===== config.mk =====
export PLATFORM = sky130hd
export DESIGN_NAME = dma_start_sched_flat
export DESIGN_NICKNAME = d
export VERILOG_FILES = /design/src/rtl/dma_start_sched_if.sv /design/src/rtl/dma_start_sched.sv /design/src/flat_wrapper.sv
export SDC_FILE = /design/constraint.sdc
export NUM_CORES = 1
export LEC_CHECK = 0
export ABC_AREA = 1
export CORE_UTILIZATION = 47
export CTS_CLUSTER_DIAMETER = 50
export DETAILED_ROUTE_END_ITERATION = 10
export PLACE_DENSITY = 0.89
export SYNTH_ARGS = -nofsm -noshare
export SYNTH_HDL_FRONTEND = slang
export SYNTH_SLANG_ARGS = --single-unit

===== constraint.sdc =====
create_clock -name clock -period 2 [get_ports clock]
set_clock_uncertainty 0.05 [all_clocks]
set_input_delay 0.5 -clock clock [delete_from_list [all_inputs] [get_ports clock]]
set_output_delay 0.5 -clock clock [all_outputs]
set_load 0.05 [all_outputs]

===== src/rtl/dma_start_sched_if.sv =====
// Descriptor-start scheduler bus: start/abort requests in, load request and
// status out.
//   master : register/chaining side (drives starts, aborts, ack, done)
//   slave  : scheduler side (drives ldDscrptr, ldDscrptrNum, pendStat,
//            outstandingCnt)
// hiPrio exists only when DMA_START_HI_PRIO_EN is defined.
interface dma_start_sched_if #(
  parameter int unsigned NUM_INT_BDS       = 4,
  parameter int unsigned NUM_INT_BDS_WIDTH = 2
);
  logic [NUM_INT_BDS-1:0]       strtDMAOp;
  logic [NUM_INT_BDS-1:0]       strtDMAOpInt;
  logic [NUM_INT_BDS-1:0]       abortDMAOp;
`ifdef DMA_START_HI_PRIO_EN
  logic [NUM_INT_BDS-1:0]       hiPrio;
`endif
  logic                         ldIntDscrptrAck;
  logic                         dscrptrDone;
  logic                         ldDscrptr;
  logic [NUM_INT_BDS_WIDTH-1:0] ldDscrptrNum;
  logic [NUM_INT_BDS-1:0]       pendStat;
  logic [3:0]                   outstandingCnt;

  modport master (
`ifdef DMA_START_HI_PRIO_EN
    output hiPrio,
`endif
    output strtDMAOp, strtDMAOpInt, abortDMAOp, ldIntDscrptrAck, dscrptrDone,
    input  ldDscrptr, ldDscrptrNum, pendStat, outstandingCnt
  );

  modport slave (
`ifdef DMA_START_HI_PRIO_EN
    input  hiPrio,
`endif
    input  strtDMAOp, strtDMAOpInt, abortDMAOp, ldIntDscrptrAck, dscrptrDone,
    output ldDscrptr, ldDscrptrNum, pendStat, outstandingCnt
  );
endinterface


===== src/rtl/dma_start_sched.sv =====
// DMA descriptor start scheduler. Collects per-descriptor start pulses into
// pending bits, picks one round-robin, and issues a held load request to the
// descriptor fetch engine while limiting loaded-but-unfinished descriptors.
// Ports:
//   clock  : rising-edge clock
//   resetn : asynchronous active-low reset
//   bus    : dma_start_sched_if.slave (starts/aborts/ack/done in,
//            ldDscrptr/ldDscrptrNum/pendStat/outstandingCnt out)
// Optional feature macro DMA_START_HI_PRIO_EN: adds hiPrio class that always
// wins over normal descriptors, each class with its own round-robin pointer.
module dma_start_sched #(
  parameter int unsigned NUM_INT_BDS       = 4,
  parameter int unsigned NUM_INT_BDS_WIDTH = 2,
  parameter int unsigned MAX_OUTSTANDING   = 2
) (
  input logic             clock,
  input logic             resetn,
  dma_start_sched_if.slave bus
);
  localparam int unsigned N = NUM_INT_BDS;
  localparam int unsigned W = NUM_INT_BDS_WIDTH;

  typedef logic [W-1:0] idx_t;
  typedef logic [N-1:0] vec_t;
  typedef enum logic {IDLE, REQ} state_t;

  state_t     state;
  vec_t       pend;
  vec_t       pendNext;
  vec_t       ackClr;
  idx_t       rrPtr;
  logic       ldReq;
  idx_t       ldNum;
  logic [3:0] cnt;
  logic       doAck;
  logic       winValid;
  idx_t       winIdx;
  idx_t       nextPtr;
`ifdef DMA_START_HI_PRIO_EN
  idx_t       hiPtr;
  logic       grantHi;
  logic       winHi;
  logic       hiFound;
  logic       loFound;
  idx_t       hiIdx;
  idx_t       loIdx;
`endif

  // First set bit of req searching upward from ptr, wrapping at N.
  function automatic void rrPick(input vec_t req, input idx_t ptr,
                                 output logic found, output idx_t idx);
    found = 1'b0;
    idx   = '0;
    for (int unsigned i = 0; i < N; i++) begin
      int unsigned j;
      j = (32'(ptr) + i) % N;
      if (!found && req[W'(j)]) begin
        found = 1'b1;
        idx   = W'(j);
      end
    end
  endfunction

  // Arbitration over current pending bits
  always_comb begin
    winValid = 1'b0;
    winIdx   = '0;
`ifdef DMA_START_HI_PRIO_EN
    winHi   = 1'b0;
    hiFound = 1'b0;
    loFound = 1'b0;
    hiIdx   = '0;
    loIdx   = '0;
    rrPick(pend & bus.hiPrio, hiPtr, hiFound, hiIdx);
    rrPick(pend & ~bus.hiPrio, rrPtr, loFound, loIdx);
    if (hiFound) begin
      winValid = 1'b1;
      winIdx   = hiIdx;
      winHi    = 1'b1;
    end else if (loFound) begin
      winValid = 1'b1;
      winIdx   = loIdx;
    end
`else
    rrPick(pend, rrPtr, winValid, winIdx);
`endif
  end

  // Pending update: ack clears granted bit, new start re-sets it, abort wins
  always_comb begin
    doAck    = (state == REQ) && bus.ldIntDscrptrAck;
    ackClr   = doAck ? (vec_t'(1) << ldNum) : '0;
    pendNext = ((pend & ~ackClr) | bus.strtDMAOp | bus.strtDMAOpInt) & ~bus.abortDMAOp;
    nextPtr  = W'((32'(ldNum) + 32'd1) % N);
  end

  // Request FSM, pointers and outstanding counter
  always_ff @(posedge clock or negedge resetn) begin
    if (!resetn) begin
      state <= IDLE;
      pend  <= '0;
      rrPtr <= '0;
      ldReq <= 1'b0;
      ldNum <= '0;
      cnt   <= '0;
`ifdef DMA_START_HI_PRIO_EN
      hiPtr   <= '0;
      grantHi <= 1'b0;
`endif
    end else begin
      pend <= pendNext;

      case (state)
        IDLE: begin
          if (winValid && (cnt < 4'(MAX_OUTSTANDING))) begin
            state <= REQ;
            ldReq <= 1'b1;
            ldNum <= winIdx;
`ifdef DMA_START_HI_PRIO_EN
            grantHi <= winHi;
`endif
          end
        end
        REQ: begin
          // Request is held (even across abort) until acknowledged
          if (bus.ldIntDscrptrAck) begin
            state <= IDLE;
            ldReq <= 1'b0;
`ifdef DMA_START_HI_PRIO_EN
            if (grantHi) hiPtr <= nextPtr;
            else         rrPtr <= nextPtr;
`else
            rrPtr <= nextPtr;
`endif
          end
        end
        default: begin
          state <= IDLE;
          ldReq <= 1'b0;
        end
      endcase

      // Simultaneous load and done cancel; done with nothing loaded is dropped
      if (doAck && !bus.dscrptrDone) begin
        cnt <= 4'(cnt + 4'd1);
      end else if (!doAck && bus.dscrptrDone && (cnt != 4'd0)) begin
        cnt <= 4'(cnt - 4'd1);
      end
    end
  end

  assign bus.ldDscrptr      = ldReq;
  assign bus.ldDscrptrNum   = ldNum;
  assign bus.pendStat       = pend;
  assign bus.outstandingCnt = cnt;

endmodule


===== src/flat_wrapper.sv =====
// flat-port wrapper written by rule: the top's interface ports become plain ports
module dma_start_sched_flat 
#(
  parameter int unsigned NUM_INT_BDS       = 4,
  parameter int unsigned NUM_INT_BDS_WIDTH = 2,
  parameter int unsigned MAX_OUTSTANDING   = 2
)
  (clock, resetn, bus_strtDMAOp, bus_strtDMAOpInt, bus_abortDMAOp, bus_ldIntDscrptrAck, bus_dscrptrDone, bus_ldDscrptr, bus_ldDscrptrNum, bus_pendStat, bus_outstandingCnt);
  dma_start_sched_if #(.NUM_INT_BDS(NUM_INT_BDS), .NUM_INT_BDS_WIDTH(NUM_INT_BDS_WIDTH)) bus_i ();
  input logic clock;
  input logic resetn;
  input wire logic [$bits(bus_i.strtDMAOp)-1:0] bus_strtDMAOp;
  input wire logic [$bits(bus_i.strtDMAOpInt)-1:0] bus_strtDMAOpInt;
  input wire logic [$bits(bus_i.abortDMAOp)-1:0] bus_abortDMAOp;
  input wire logic [$bits(bus_i.ldIntDscrptrAck)-1:0] bus_ldIntDscrptrAck;
  input wire logic [$bits(bus_i.dscrptrDone)-1:0] bus_dscrptrDone;
  output wire logic [$bits(bus_i.ldDscrptr)-1:0] bus_ldDscrptr;
  output wire logic [$bits(bus_i.ldDscrptrNum)-1:0] bus_ldDscrptrNum;
  output wire logic [$bits(bus_i.pendStat)-1:0] bus_pendStat;
  output wire logic [$bits(bus_i.outstandingCnt)-1:0] bus_outstandingCnt;
  assign bus_i.strtDMAOp = bus_strtDMAOp;
  assign bus_i.strtDMAOpInt = bus_strtDMAOpInt;
  assign bus_i.abortDMAOp = bus_abortDMAOp;
  assign bus_i.ldIntDscrptrAck = bus_ldIntDscrptrAck;
  assign bus_i.dscrptrDone = bus_dscrptrDone;
  assign bus_ldDscrptr = bus_i.ldDscrptr;
  assign bus_ldDscrptrNum = bus_i.ldDscrptrNum;
  assign bus_pendStat = bus_i.pendStat;
  assign bus_outstandingCnt = bus_i.outstandingCnt;
  dma_start_sched #(.NUM_INT_BDS(NUM_INT_BDS), .NUM_INT_BDS_WIDTH(NUM_INT_BDS_WIDTH), .MAX_OUTSTANDING(MAX_OUTSTANDING)) u_core (.clock(clock), .resetn(resetn), .bus(bus_i));
endmodule

==> results.yml, run 1 <==
outcome:
  outcome: "finished clean"
die:
  start_util: 0.507
  die_area_um2: 2350
  std_cell_rows: 16
  io_pins: 27
  die_h_um: 48.5
  die_x_um: 48.5
  core_area_um2: 2000
critical_path:
  r2r_start: "u_core.state$_DFF_PN0_"
  critPathLaunchType: "primary input"
  r2r_cells: 9
  r2r_end: "u_core.bus.outstandingCnt[0]$_DFFE_PN0P_"
  critPathKind: "primary input to flop"
  critPathMaxFanout: 5
  rrSetupSlack_ns: 0.12
  critical_path_arrival_ns: 2.05
  end_kind: "flop"
  required_ns: 2.11
timing:
  finalHoldViolCount: 0
  fmax_ghz: 0.516
  worst_slew_pin_slew_ns: 0.338
  drv_slew: 0
  max_slew_margin: 0.775
  setup_viol: 0
  layout_min_cycle_time_ns: 1.94
  tns_ns: 0
  worst_slack_ns: 0.0620
  hold_ws_ns: 0.462
  final_min_period_over_clock_period: 0.969
clock_network:
  htreeDepth: 1
  cts_num_sinks: 14
  cts-root-buf: "clkbuf_4"
  cts_hold_buffers: 0
  clk_pin_slew_worst_paths_ns: 0.09
  numCtsBuffers: 3
  cts_tree: "built"
  insertion_delay_ns: 0.28
  clk_path_buf_depth: 2
min_path:
  hp-start: "u_core.bus.ldDscrptr$_DFFE_PN0P_"
  hold_path_depth: 2
  holdCritPathClass: "flop to flop"
  whs_endpoint: "u_core.bus.ldDscrptr$_DFFE_PN0P_"
finish:
  synthToLayoutAreaGrowth_pct: 36.7
  n_fill_cell: 158
  fin_nets: 210
  postLayoutCoreUtil: 0.694
  diodes: 0
  drive_above_1_share: 0.237
logic_synthesis:
  synth_top_cell_by_area: "dfrtp_1"
  synth_area_per_cell_um2: 6.86
  postSynth.asyncResetShare: 1.00
  synth_top_cell_area_share: 0.345
  synth_common_cells: "58 x nand2_1, 15 x inv_1, 14 x dfrtp_1"
  synth.net_count: 171
  yosysSeqAreaShare: 0.345
  netlist_instances: 148
  synthesis.area_um2: 1020
  synthTopCellsByArea: "dfrtp_1 34%, nand2_1 21%, ha_1 7.4%"
  yosys_register_bits: 14
  synth-edff-count: 0
  ys.flop_type: "dfrtp_1"
  synth.most_common_cell: "nand2_1"
  synthDistinctLibCells: 20
  yosys_warnings: 0
placed_design:
  pre_cts_ws_ns: -0.476
  port_buffers: 26
  place.gp.congestion: 0.830
  hpwl_um: 1970
routing:
  ant_nets: 0
  drt_iter0_markers: 19
  wl_per_cell_um: 13.0
  vias: 1105
  finalWirelength_um: 2770
  drc_errors: 0
  first_pass_iters: 4
  vias_per_cell: 5.19
power:
  powerDensity_nw_per_um2: 1600
  power_mw: 2.23
  vdd_drop_max_uv: 1030
  power_leakage_nw: 0.752
global_routing:
  grt_pass1_vias: 1042
  gr-total-overflow: 0
  gr-usage-all-layers: 0.251
  antenna_found_initial: 0
  grt_pass1_wl_um: 4450
  grt_max_degree: 15
job:
  drv_cap: 0
[metal layers]
| metal | part of all wire | wire (um) | global-route usage |
|---|---|---|---|
| met1 | 0.36 | 1010 | 0.240 |
| met4 | 0.065 | 180 | 0.191 |
| met3 | 0.045 | 125 | 0.0346 |
| met2 | 0.53 | 1460 | 0.479 |
| met5 | 0 | 0 | 0 |
[stage by stage]
stage / cell area [um2] / std cells
final: 1390 / 213
after global routing: 1390 / 213
after CTS: 1380 / 213
after detailed placement: 1290 / 203
after global placement: 1290 / 203
after floorplan: 1020 / 148
[registers in the layout, summed over array words and instances (netlist names)]
name	cells
u_core.bus.ldDscrptrNum	2
u_core.bus.pendStat	4
u_core.bus.outstandingCnt	4
u_core.bus.ldDscrptr	1
u_core.rrPtr	2
u_core.state	1
[layout by cell type, fill, tap and decap left out, types with 2 or more instances in the layout]
| master | count |
|---|---|
| a21oi_1 | 4 |
| buf_4 | 21 |
| clkbuf_4 | 3 |
| clkdlybuf4s50_1 | 13 |
| dfrtp_1 | 14 |
| ha_1 | 6 |
| inv_1 | 14 |
| inv_2 | 4 |
| nand2_1 | 57 |
| nand2_2 | 10 |
| nand3_1 | 10 |
| nor2_1 | 8 |
| nor2_2 | 2 |
| o21ai_0 | 7 |
| xor2_1 | 2 |
[kinds of logic after synthesis]
logic type      after synthesis  share of synthesized area
compound gates               16                     0.0837
simple gates                 89                      0.376
flops                        14                      0.345
buf+inv                      20                     0.0850
fa+ha+maj                     7                     0.0936
xor+xnor                      2                     0.0172
[power breakdown]
group	switching [mW]	internal, mW	leakage [nW]
sequential	0.151	0.388	0.171
combinational	0.959	0.528	0.560
clock	0.0924	0.111	0.0210
total	1.20	1.03	0.752
[final cells by class]
class                   count  area, um2  share of cell area
clock buffers               4       36.3              0.0261
inverters                  18       67.6              0.0486
multi-input cells         114        592               0.426
flip-flops and latches     14        350               0.252
well taps                  27       33.8              0.0243
repair buffers             36        309               0.223
[critical path, cell delays in order]
cell	delay, ns
dlygate4sd2_1	0.24
nand2_1	0.09
buf_4	0.14
buf_4	0.12
buf_4	0.12
buf_4	0.13
buf_4	0.14
o211ai_1	0.16
nand2_1	0.22
xor2_1	0.19
[how the worst max path moves through the flow]
stage,slack (ns),from,end
finish,0.06,bus_ldIntDscrptrAck,u_core.bus.outstandingCnt[0]$_DFFE_PN0P_
global route,-0.01,bus_ldIntDscrptrAck,u_core.bus.outstandingCnt[2]$_DFFE_PN0P_
CTS,0.02,bus_dscrptrDone,u_core.bus.outstandingCnt[3]$_DFFE_PN0P_
detailed placement,-0.48,bus_ldIntDscrptrAck,u_core.bus.outstandingCnt[3]$_DFFE_PN0P_
global placement,-0.29,bus_ldIntDscrptrAck,u_core.bus.outstandingCnt[3]$_DFFE_PN0P_
floorplan,0.19,bus_ldIntDscrptrAck,u_core.bus.outstandingCnt[3]$_DFFE_PN0P_
[repair_timing]
item,in CTS,in global routing
resized for setup,6,2
endpoints found under the hold margin,0,0
endpoints found under the setup margin,1,1
pin swaps,5,2
cloned,0,0
buffers inserted,6,0
Power figures use the tool's default switching activity.
==> run 2, diff against run 1 <==
--- a/config.mk
+++ b/config.mk
@@ -6,9 +6,11 @@
 export NUM_CORES = 1
 export LEC_CHECK = 0
 export ABC_AREA = 1
+export CAP_MARGIN = 25
 export CORE_UTILIZATION = 47
 export CTS_CLUSTER_DIAMETER = 50
 export DETAILED_ROUTE_END_ITERATION = 10
+export MAX_ROUTING_LAYER = met4
 export PLACE_DENSITY = 0.89
 export SYNTH_ARGS = -nofsm -noshare
 export SYNTH_HDL_FRONTEND = slang
==> run 2 against run 1 <==
Maximum frequency is 0.32% lower. Register-to-register slack hardly changed. Via count is 1.6% higher. Combinational power hardly changed. Sequential share of layout area stayed put. Largest cell class unchanged. Largest power group unchanged.
==> results.yml, run 2 (synthesized netlist as in run 1, its figures left out) <==
global_routing:
  antenna_found_initial: 0
  gr-total-overflow: 0
  grt_pass1_wl_um: 4450
  grt_max_degree: 15
  gr-usage-all-layers: 0.258
  grt_pass1_vias: 1045
critical_path:
  critPathKind: "primary input to flop"
  r2r_start: "u_core.state$_DFF_PN0_"
  worst_path_max_delay_cell: "dlygate4sd2_1"
  end_kind: "flop"
  critPathLaunch: "bus_ldIntDscrptrAck"
  critical_path_arrival_ns: 2.05
  slowest_delay_ns: 0.24
  r2r_end: "u_core.bus.outstandingCnt[0]$_DFFE_PN0P_"
  crit_end: "u_core.bus.outstandingCnt[0]$_DFFE_PN0P_"
  r2r_cells: 9
  rrSetupSlack_ns: 0.12
  crit_top_cell: "buf_4"
  path_cells: "dlygate4sd2_1 > nand2_1 > buf_4 > buf_4 > buf_4 > buf_4 > buf_4 > o211ai_1 > nand2_1 > xor2_1"
  critPathMaxFanout: 5
  critPathLaunchType: "primary input"
  required_ns: 2.11
clock_network:
  numCtsBuffers: 3
  cts_num_sinks: 14
  cts_hold_buffers: 0
  cts_tree: "built"
  insertion_delay_ns: 0.28
  htreeDepth: 1
  clk_path_buf_depth: 2
  clk_pin_slew_worst_paths_ns: 0.08
  cts-root-buf: "clkbuf_4"
power:
  power_leakage_nw: 0.752
  pwr-share-seq: 0.242
  p_sw_frac: 0.540
  switching_power_mw: 1.20
  power.internal_mw: 1.03
  vdd_drop_max_uv: 1030
  power_frac_clock: 0.091
  powerDensity_nw_per_um2: 1610
  comb_power_share: 0.668
  power_mw: 2.23
die:
  die_h_um: 48.5
  start_util: 0.507
  die_area_um2: 2350
  std_cell_rows: 16
  die_x_um: 48.5
  io_pins: 27
  core_area_um2: 2000
finish:
  drive_above_1_share: 0.237
  postLayoutCoreUtil: 0.694
  mostFrequentLayoutCells: "57 x nand2_1, 21 x buf_4, 14 x inv_1, 14 x dfrtp_1, 13 x clkdlybuf4s50_1"
  synthToLayoutAreaGrowth_pct: 36.7
  ff_latch_area_um2: 350
  layout.cells.non_filler: 213
  diodes: 0
  fin_nets: 210
  n_fill_cell: 158
  multiInputGateArea_um2: 592
  layout_commonest_cell: "nand2_1"
routing:
  vias: 1123
  drt_iter0_markers: 19
  first_pass_iters: 4
  ant_nets: 0
  wl_per_cell_um: 13.0
  drc_errors: 0
  finalWirelength_um: 2780
  vias_per_cell: 5.27
timing:
  layout_min_cycle_time_ns: 1.94
  max_slew_margin: 0.778
  drv_slew: 0
  setup_viol: 0
  finalHoldViolCount: 0
  final_min_period_over_clock_period: 0.972
  worst_slew_pin_slew_ns: 0.332
  fmax_ghz: 0.514
min_path:
  holdCritPathClass: "flop to flop"
placed_design:
  place_inst: 203
  hpwl_um: 1970
  place.gp.congestion: 0.842
  port_buffers: 26
outcome:
  outcome: "finished clean"
job:
  drv_cap: 0
-- run 2: cell counts in the layout (fill, tap and decap cells not counted) --
Identical to the previous run, type by type.
-- run 2: final cells by class --
type,count,area share
well taps,27,0.0243
clock buffers,4,0.0261
multi-input cells,114,0.426
flip-flops and latches,14,0.252
repair buffers,36,0.223
inverters,18,0.0486
-- run 2: through the flow --
stage          area, um2  hold slack, ns  setup TNS, ns  worst slack [ns]
6_report            1390           0.462              0            0.0558
5_1_grt             1390           0.496        -0.0148           -0.0146
4_1_cts             1380           0.469              0            0.0215
3_5_place_dp        1290           0.449         -0.893            -0.476
3_3_place_gp        1290           0.448         -0.615            -0.289
2_1_floorplan       1020           0.154              0             0.187
-- run 2: routing by layer --
layer / share of wire / track usage / wire length [um] / vias up
met5: 0 / - / 0 / -
met4: 0.059 / 0.191 / 165 / 0
met3: 0.044 / 0.0346 / 122 / 16
met2: 0.53 / 0.481 / 1490 / 55
met1: 0.36 / 0.236 / 1000 / 517
li1: - / - / - / 535
-- run 2: power groups by stage --
stage / logic [mW] / registers (mW) / clock network (mW)
floorplan: 0.799 / 0.749 / 0
finish: 1.49 / 0.539 / 0.202
global route: 1.63 / 0.557 / 0.217
global placement: 1.28 / 0.537 / 0
CTS: 1.45 / 0.537 / 0.206
detailed placement: 1.36 / 0.537 / 0
-- run 2: worst max-delay path: cells and delay by family --
family,cells,cell delay (ns)
AO/OA/AOI/OAI,1,0.16
XOR/XNOR,1,0.19
buffers and inverters,6,0.90
AND/OR/NAND/NOR,2,0.31
-- run 2: repair_timing --
action | CTS | global route
pin swaps | 5 | 2
setup buffers | 6 | 0
endpoints found under the setup margin | 1 | 1
resized for setup | 6 | 2
-- run 2: worst min-delay path by stage --
stage / cells after the start / endpoint / startpoint
2_1_floorplan: 0 / u_core.bus.ldDscrptr$_DFFE_PN0P_ / resetn
3_3_place_gp: 2 / u_core.bus.ldDscrptr$_DFFE_PN0P_ / u_core.bus.ldDscrptr$_DFFE_PN0P_
3_5_place_dp: 2 / u_core.bus.ldDscrptr$_DFFE_PN0P_ / u_core.bus.ldDscrptr$_DFFE_PN0P_
4_1_cts: 2 / u_core.bus.outstandingCnt[2]$_DFFE_PN0P_ / resetn
5_1_grt: 2 / u_core.bus.outstandingCnt[2]$_DFFE_PN0P_ / resetn
6_report: 2 / u_core.bus.ldDscrptr$_DFFE_PN0P_ / u_core.bus.ldDscrptr$_DFFE_PN0P_
